[config.mk]
export PLATFORM = sky130hd
export DESIGN_NAME = pcm_postproc
export DESIGN_NICKNAME = d
export VERILOG_FILES = /design/src/rtl/pcm_postproc.sv
export SDC_FILE = /design/constraint.sdc
export NUM_CORES = 1
export LEC_CHECK = 0
export CORE_MARGIN = 5
export CORE_UTILIZATION = 50
export CTS_CLUSTER_DIAMETER = 40
export DETAILED_ROUTE_END_ITERATION = 8
export HOLD_SLACK_MARGIN = 0.03
export MAX_ROUTING_LAYER = met4
export PLACE_DENSITY = 0.69
export SYNTH_ARGS = -nofsm -noshare
export SYNTH_HDL_FRONTEND = slang
export SYNTH_SLANG_ARGS = --single-unit
[constraint.sdc]
create_clock -name clk -period 12.55 [get_ports clk]
set_input_delay 2.51 -clock clk [delete_from_list [all_inputs] [get_ports clk]]
set_output_delay 2.51 -clock clk [all_outputs]
set_load 0.01 [all_outputs]
[src/rtl/pcm_postproc.sv]
`default_nettype none
// ============================================================================
// Module   : pcm_postproc
// Purpose  : Post-processing stage behind the CIC3 PDM decimator. Takes a
//            signed IN_W-bit PCM word and applies an optional first-order DC
//            blocker, an arithmetic right shift and saturation to OUT_W bits.
//            Results are buffered in a FIFO with a valid/ready output.
//            Sticky flags report saturation and FIFO-full drops.
// Option   : PCM_POSTPROC_DCBLOCK_EN - when defined, stage 1 is the DC
//            blocker y <= x - x_prev + y - (y >>> DC_SHIFT). When undefined,
//            stage 1 is a plain register and latency is unchanged.
// Ports    : clk, rst           - clock (rising edge), async active-high reset
//            pcm_in/_valid      - input sample and its one-cycle strobe
//            out_data/_valid    - head-of-FIFO sample, FIFO non-empty
//            out_ready          - consumer accepts when out_valid & out_ready
//            flag_clear         - synchronous clear of sticky flags
//            sat_flag, ovf_flag - sticky saturation / dropped-sample flags
//            fifo_level         - current FIFO occupancy
// Revision : 1.0 - initial release
// ============================================================================
module pcm_postproc #(
    parameter int IN_W       = 24,
    parameter int OUT_W      = 16,
    parameter int OUT_SHIFT  = 3,
    parameter int DC_SHIFT   = 10,
    parameter int FIFO_DEPTH = 8
) (
    input  logic                          clk,
    input  logic                          rst,
    input  logic signed [IN_W-1:0]        pcm_in,
    input  logic                          pcm_in_valid,
    output logic signed [OUT_W-1:0]       out_data,
    output logic                          out_valid,
    input  logic                          out_ready,
    input  logic                          flag_clear,
    output logic                          sat_flag,
    output logic                          ovf_flag,
    output logic [$clog2(FIFO_DEPTH):0]   fifo_level
);

    localparam int                c_AW      = $clog2(FIFO_DEPTH);
    localparam logic [c_AW:0]     c_DEPTH   = (c_AW+1)'(FIFO_DEPTH);
    localparam logic signed [31:0] c_SAT_MAX = (32'sd1 <<< (OUT_W-1)) - 32'sd1;
    localparam logic signed [31:0] c_SAT_MIN = -(32'sd1 <<< (OUT_W-1));

    // Elaboration-time guard on the supported parameter space.
    if (FIFO_DEPTH < 2 || FIFO_DEPTH > 64 || (FIFO_DEPTH & (FIFO_DEPTH-1)) != 0 ||
        IN_W >= 32 || OUT_W > IN_W || DC_SHIFT < 1 || DC_SHIFT > 31 ||
        OUT_SHIFT < 0 || OUT_SHIFT > 31) begin : g_param_check
        $error("pcm_postproc: unsupported parameter set");
    end

    // ------------------------------------------------------------------
    // Stage 1: DC blocker (or plain register)
    // ------------------------------------------------------------------
    logic signed [31:0] w_x;
    logic signed [31:0] r_y;
    logic               r_v1;

    assign w_x = {{(32-IN_W){pcm_in[IN_W-1]}}, pcm_in};

`ifdef PCM_POSTPROC_DCBLOCK_EN
    logic signed [31:0] r_x_prev;

    always_ff @(posedge clk or posedge rst) begin
        if (rst) begin
            r_y      <= '0;
            r_x_prev <= '0;
            r_v1     <= 1'b0;
        end else begin
            r_v1 <= pcm_in_valid;
            if (pcm_in_valid) begin
                // Differentiator plus leaky integrator, pole at 1 - 2^-DC_SHIFT.
                r_y      <= w_x - r_x_prev + r_y - (r_y >>> DC_SHIFT);
                r_x_prev <= w_x;
            end
        end
    end
`else
    always_ff @(posedge clk or posedge rst) begin
        if (rst) begin
            r_y  <= '0;
            r_v1 <= 1'b0;
        end else begin
            r_v1 <= pcm_in_valid;
            if (pcm_in_valid) begin
                r_y <= w_x;
            end
        end
    end
`endif

    // ------------------------------------------------------------------
    // Stage 2: shift and saturate
    // ------------------------------------------------------------------
    logic signed [31:0]      w_s;
    logic                    w_hi;
    logic                    w_lo;
    logic signed [OUT_W-1:0] w_sat_val;
    logic                    w_sat_set;
    logic signed [OUT_W-1:0] r_sat;
    logic                    r_v2;

    assign w_s       = r_y >>> OUT_SHIFT;
    assign w_hi      = (w_s > c_SAT_MAX);
    assign w_lo      = (w_s < c_SAT_MIN);
    assign w_sat_val = w_hi ? c_SAT_MAX[OUT_W-1:0] :
                       w_lo ? c_SAT_MIN[OUT_W-1:0] : w_s[OUT_W-1:0];
    assign w_sat_set = r_v1 & (w_hi | w_lo);

    always_ff @(posedge clk or posedge rst) begin
        if (rst) begin
            r_sat <= '0;
            r_v2  <= 1'b0;
        end else begin
            r_v2 <= r_v1;
            if (r_v1) begin
                r_sat <= w_sat_val;
            end
        end
    end

    // ------------------------------------------------------------------
    // Stage 3: output FIFO
    // ------------------------------------------------------------------
    logic signed [OUT_W-1:0] r_mem [FIFO_DEPTH];
    logic [c_AW-1:0]         r_wr_ptr;
    logic [c_AW-1:0]         r_rd_ptr;
    logic [c_AW:0]           r_count;
    logic                    w_pop;
    logic                    w_full;
    logic                    w_wr;
    logic                    w_drop;

    assign w_pop  = out_valid & out_ready;
    assign w_full = (r_count == c_DEPTH);
    // A simultaneous pop frees the slot, so a full FIFO still accepts the push.
    assign w_wr   = r_v2 & (~w_full | w_pop);
    assign w_drop = r_v2 & w_full & ~w_pop;

    always_ff @(posedge clk or posedge rst) begin
        if (rst) begin
            for (int i = 0; i < FIFO_DEPTH; i++) begin
                r_mem[i] <= '0;
            end
            r_wr_ptr <= '0;
            r_rd_ptr <= '0;
            r_count  <= '0;
        end else begin
            if (w_wr) begin
                r_mem[r_wr_ptr] <= r_sat;
                r_wr_ptr        <= r_wr_ptr + c_AW'(1);
            end
            if (w_pop) begin
                r_rd_ptr <= r_rd_ptr + c_AW'(1);
            end
            case ({w_wr, w_pop})
                2'b10:   r_count <= r_count + (c_AW+1)'(1);
                2'b01:   r_count <= r_count - (c_AW+1)'(1);
                default: r_count <= r_count;
            endcase
        end
    end

    // ------------------------------------------------------------------
    // Sticky flags: a set event on the clearing edge wins.
    // ------------------------------------------------------------------
    logic r_sat_flag;
    logic r_ovf_flag;

    always_ff @(posedge clk or posedge rst) begin
        if (rst) begin
            r_sat_flag <= 1'b0;
            r_ovf_flag <= 1'b0;
        end else begin
            r_sat_flag <= (r_sat_flag & ~flag_clear) | w_sat_set;
            r_ovf_flag <= (r_ovf_flag & ~flag_clear) | w_drop;
        end
    end

    assign out_data   = r_mem[r_rd_ptr];
    assign out_valid  = (r_count != '0);
    assign fifo_level = r_count;
    assign sat_flag   = r_sat_flag;
    assign ovf_flag   = r_ovf_flag;

endmodule
`default_nettype wire

==> results.md <==
- Final Hold Vio Count: 0
- Top cell type by total area after synthesis: dfrtp_1
- Clock root buffer: clkbuf_16
- Tot GR Track Use: about 18%
- Area grow syn2layout: 14.0%
- Share of the synthesized area in the top cell type: a little over half
- CP max stage cell: mux4_2
- Combinational share of power: 36.8%
- Setup repair bufs after CTS: 0
- Clock period minus worst slack: ~5200 ps
- Cell count along the critical path: 4
- Setup WS pre-CTS: approximately 7600 ps
- Core area: between 15000 and 20000 µm²
- Placed Cells: 764
- Max-slew headroom at the worst pin: 22.8%
- Cell Count, Final, Fillers Out: approximately 800
- Pwr Total: approximately 2.4 mW
- CTS resizes: 0
- Synthesized area: around 8200 µm²
- PortBufs: 48
- Design Area, Final: about 9300 µm²
- Static Leakage: roughly 3.9 nW
- List of most frequent post-synthesis cells: dfrtp_1, mux2_2, mux4_2, clkbuf_1
- Reg power frac: around 43%
- DP HPWL: 10.1 mm
- Final core occ: 58.4%
- Slew @ Worst Pin: ~1200 ps
- Share of cells above drive strength 1: 41.6%
- Syn Area/Cell: between 15 and 20 µm²
- Final antenna-violating net count: 0
- RR Endpoint: fifo_level[2]
- Synth Instances: roughly 530
- Post-Route WL: around 16 mm
- Worst Path Max Fanout: 34
- Crit path DAT: approximately 2700 ps
- Worst setup path end: out_data[9]
- First-pass GRT wire length: 26.9 mm
- Fin Hold WS: approximately 500 ps
- # nets final: between 600 and 700
- Via count: ~4600
- Seq/Total Area, Yosys: 54.6%
- Initial antenna violation count: 0
- #FFs+latches synth: ~180
- Peak VDD IR: ~0.12 mV
- Final sum of negative setup slack: 0 ps
- Sum of buffers and inverters on the critical path: 2
- Clk Latency, worst-skew pair: 420 ps
- Gr ovfl total: 0
- Worst setup EP type: primary output
- Final setup vio count: 0
- Period utilization: 41.7%
- Startpoint Class: flop
- Final slew viol count: 0
- FF-to-FF path depth: 9
- DRC violations left: 0
- Clk pwr share: between 20% and 30%
- Total CTS buffers: 17
- Initial DRC count: roughly 290
- Worst R2R Setup Slack: between 9000 and 10000 ps
- Setup CP Type: reg2out
- Max_cap viols: 0
- Most used flip-flop cell after synthesis: dfrtp_1
- Vias in the first global route: around 5000
- Slowest stage delay, CP: just under 600 ps
- Synth Net Count: ~570
- F_max: about 190 MHz
- Antenna cells: 0
- FF-to-FF Start: fifo_level[0]
- Die span in y: 138 µm
- Yosys warns: 0
- Vias per cell: ~5.8
- Clk slew on worst S/H paths: 60 ps
- H-tree Lvls: 4
- P_int: about 1.7 mW
- Clock sink count: between 150 and 200
- Synth area leaders: dfrtp_1, mux2_2, mux4_2
- Row Count: 46
- Routed length per instance: 20.1 µm
- Worst hold path depth: 1
- Unrepaired setup endpoints after global routing: no
- Largest net degree at the start of global routing: 95
- # IOs: 52
- Post-synthesis async set-or-reset flop share: between 90% and 100%
- DR pass1 iterations: 4
- Area post-placement: roughly 9000 µm²
- GP Congestion: about 0.73
- Cell Chain, Critical Path: buf_4 -> mux4_2 -> mux2_2 -> clkdlybuf4s50_1
- Worst path top cell family by delay: buffers and inverters
- Hold Crit Class: reg2reg
- HP Start: r_mem[95]
- Die area: around 19000 µm²
- Clock skew: just over 7 ps
- Post-synth EDFFs: 0
- Status: finished, final reports clean
- Die X-Extent: between 100 and 150 µm
- CTS tree: yes
- Worst path required time: approximately 10000 ps
- CTS Hold Bufs: 0
- CTS max path bufs: 2
- Crit path from: r_rd_ptr[0]
- Starting Density: around half
- Power Dens Cells: 252 nW/µm²
- Netlist cell types: around 40
- Final worst slack: roughly 7300 ps
- Switch Pwr: 0.700 mW
- Most common cell in the netlist: dfrtp_1
- Net Sw Frac: between 20% and 30%
## layout make-up
class | instances | area [µm²]
repair buffers | 54 | 526
fillers | 1239 | 6660
well taps | 216 | 270
clock inverters | 5 | 52.6
multi-input cells | 308 | 3500
flip-flops and latches | 179 | 4480
clock buffers | 26 | 479
inverters | 7 | 31.3
## layer usage
layer  up-vias  global-route usage, %  routed length [µm]
met3        29                   4.34                 817
met4         0                   6.55                 327
met5         -                      -                   0
met2        96                   27.8                7800
met1      2395                   23.5                7030
li1       2059                      -                   -
## power by group through the flow
| stage | combinational, mW | sequential [mW] | clock [mW] |
|---|---|---|---|
| 2_1_floorplan | 0.683 | 0.911 | 0 |
| 3_3_place_gp | 0.856 | 0.991 | 0 |
| 3_5_place_dp | 0.881 | 1.01 | 0 |
| 4_1_cts | 0.885 | 1.00 | 0.497 |
| 5_1_grt | 0.941 | 1.04 | 0.521 |
| 6_report | 0.866 | 1.00 | 0.484 |
## sequential cells by signal (all words and copies together) (netlist names)
name / count
sat_flag: 1
r_wr_ptr: 3
r_v2: 1
r_sat: 16
r_mem: 128
r_rd_ptr: 3
fifo_level: 4
ovf_flag: 1
r_y: 21
r_v1: 1
## worst register-to-register path: stages (launching register included)
cell and delay (ps):
dfrtp_1 480, or3_1 640, o21ai_1 340, inv_1 120
ha_1 290, xor2_1 170, ha_1 180, a21oi_1 160
mux2i_1 240, xnor2_1 130
## layout by cell type (no fill, tap or decap), types with 2 or more instances in the layout
master	n
buf_4	6
inv_1	6
nand2b_1	16
clkbuf_1	7
and4bb_2	3
nand2_1	2
ha_1	5
dfrtp_2	2
nor2_1	4
nand4b_1	4
a21oi_2	4
clkinv_2	3
o2bb2ai_1	15
mux4_2	32
mux2_1	7
dfrtp_1	177
nor2b_1	2
o311ai_0	16
xnor2_1	6
o211ai_1	2
o21ai_0	2
clkdlybuf4s50_1	48
or3_1	2
o21ai_4	4
clkbuf_16	17
nor4b_1	2
mux2_2	162
clkbuf_8	2
nand3_1	3
## how the worst min path moves through the flow
stage,end,slack [ps]
floorplan,r_mem[84],460
global placement,r_mem[111],470
detailed placement,r_mem[95],480
CTS,r_mem[95],490
global route,r_mem[88],510
finish,r_mem[95],490
## logic make-up (layout without fill, tap and decap cells)
kind of cell	Yosys count	in the layout	synth area share, %
flops	179	179	54.6
xor+xnor	7	7	0.748
compound gates	50	50	5.49
simple gates	44	44	3.62
fa+ha+maj	5	5	0.763
buf+inv	44	92	2.64
mux	202	202	32.1
Note: power is estimated with default switching activity, not from simulation.
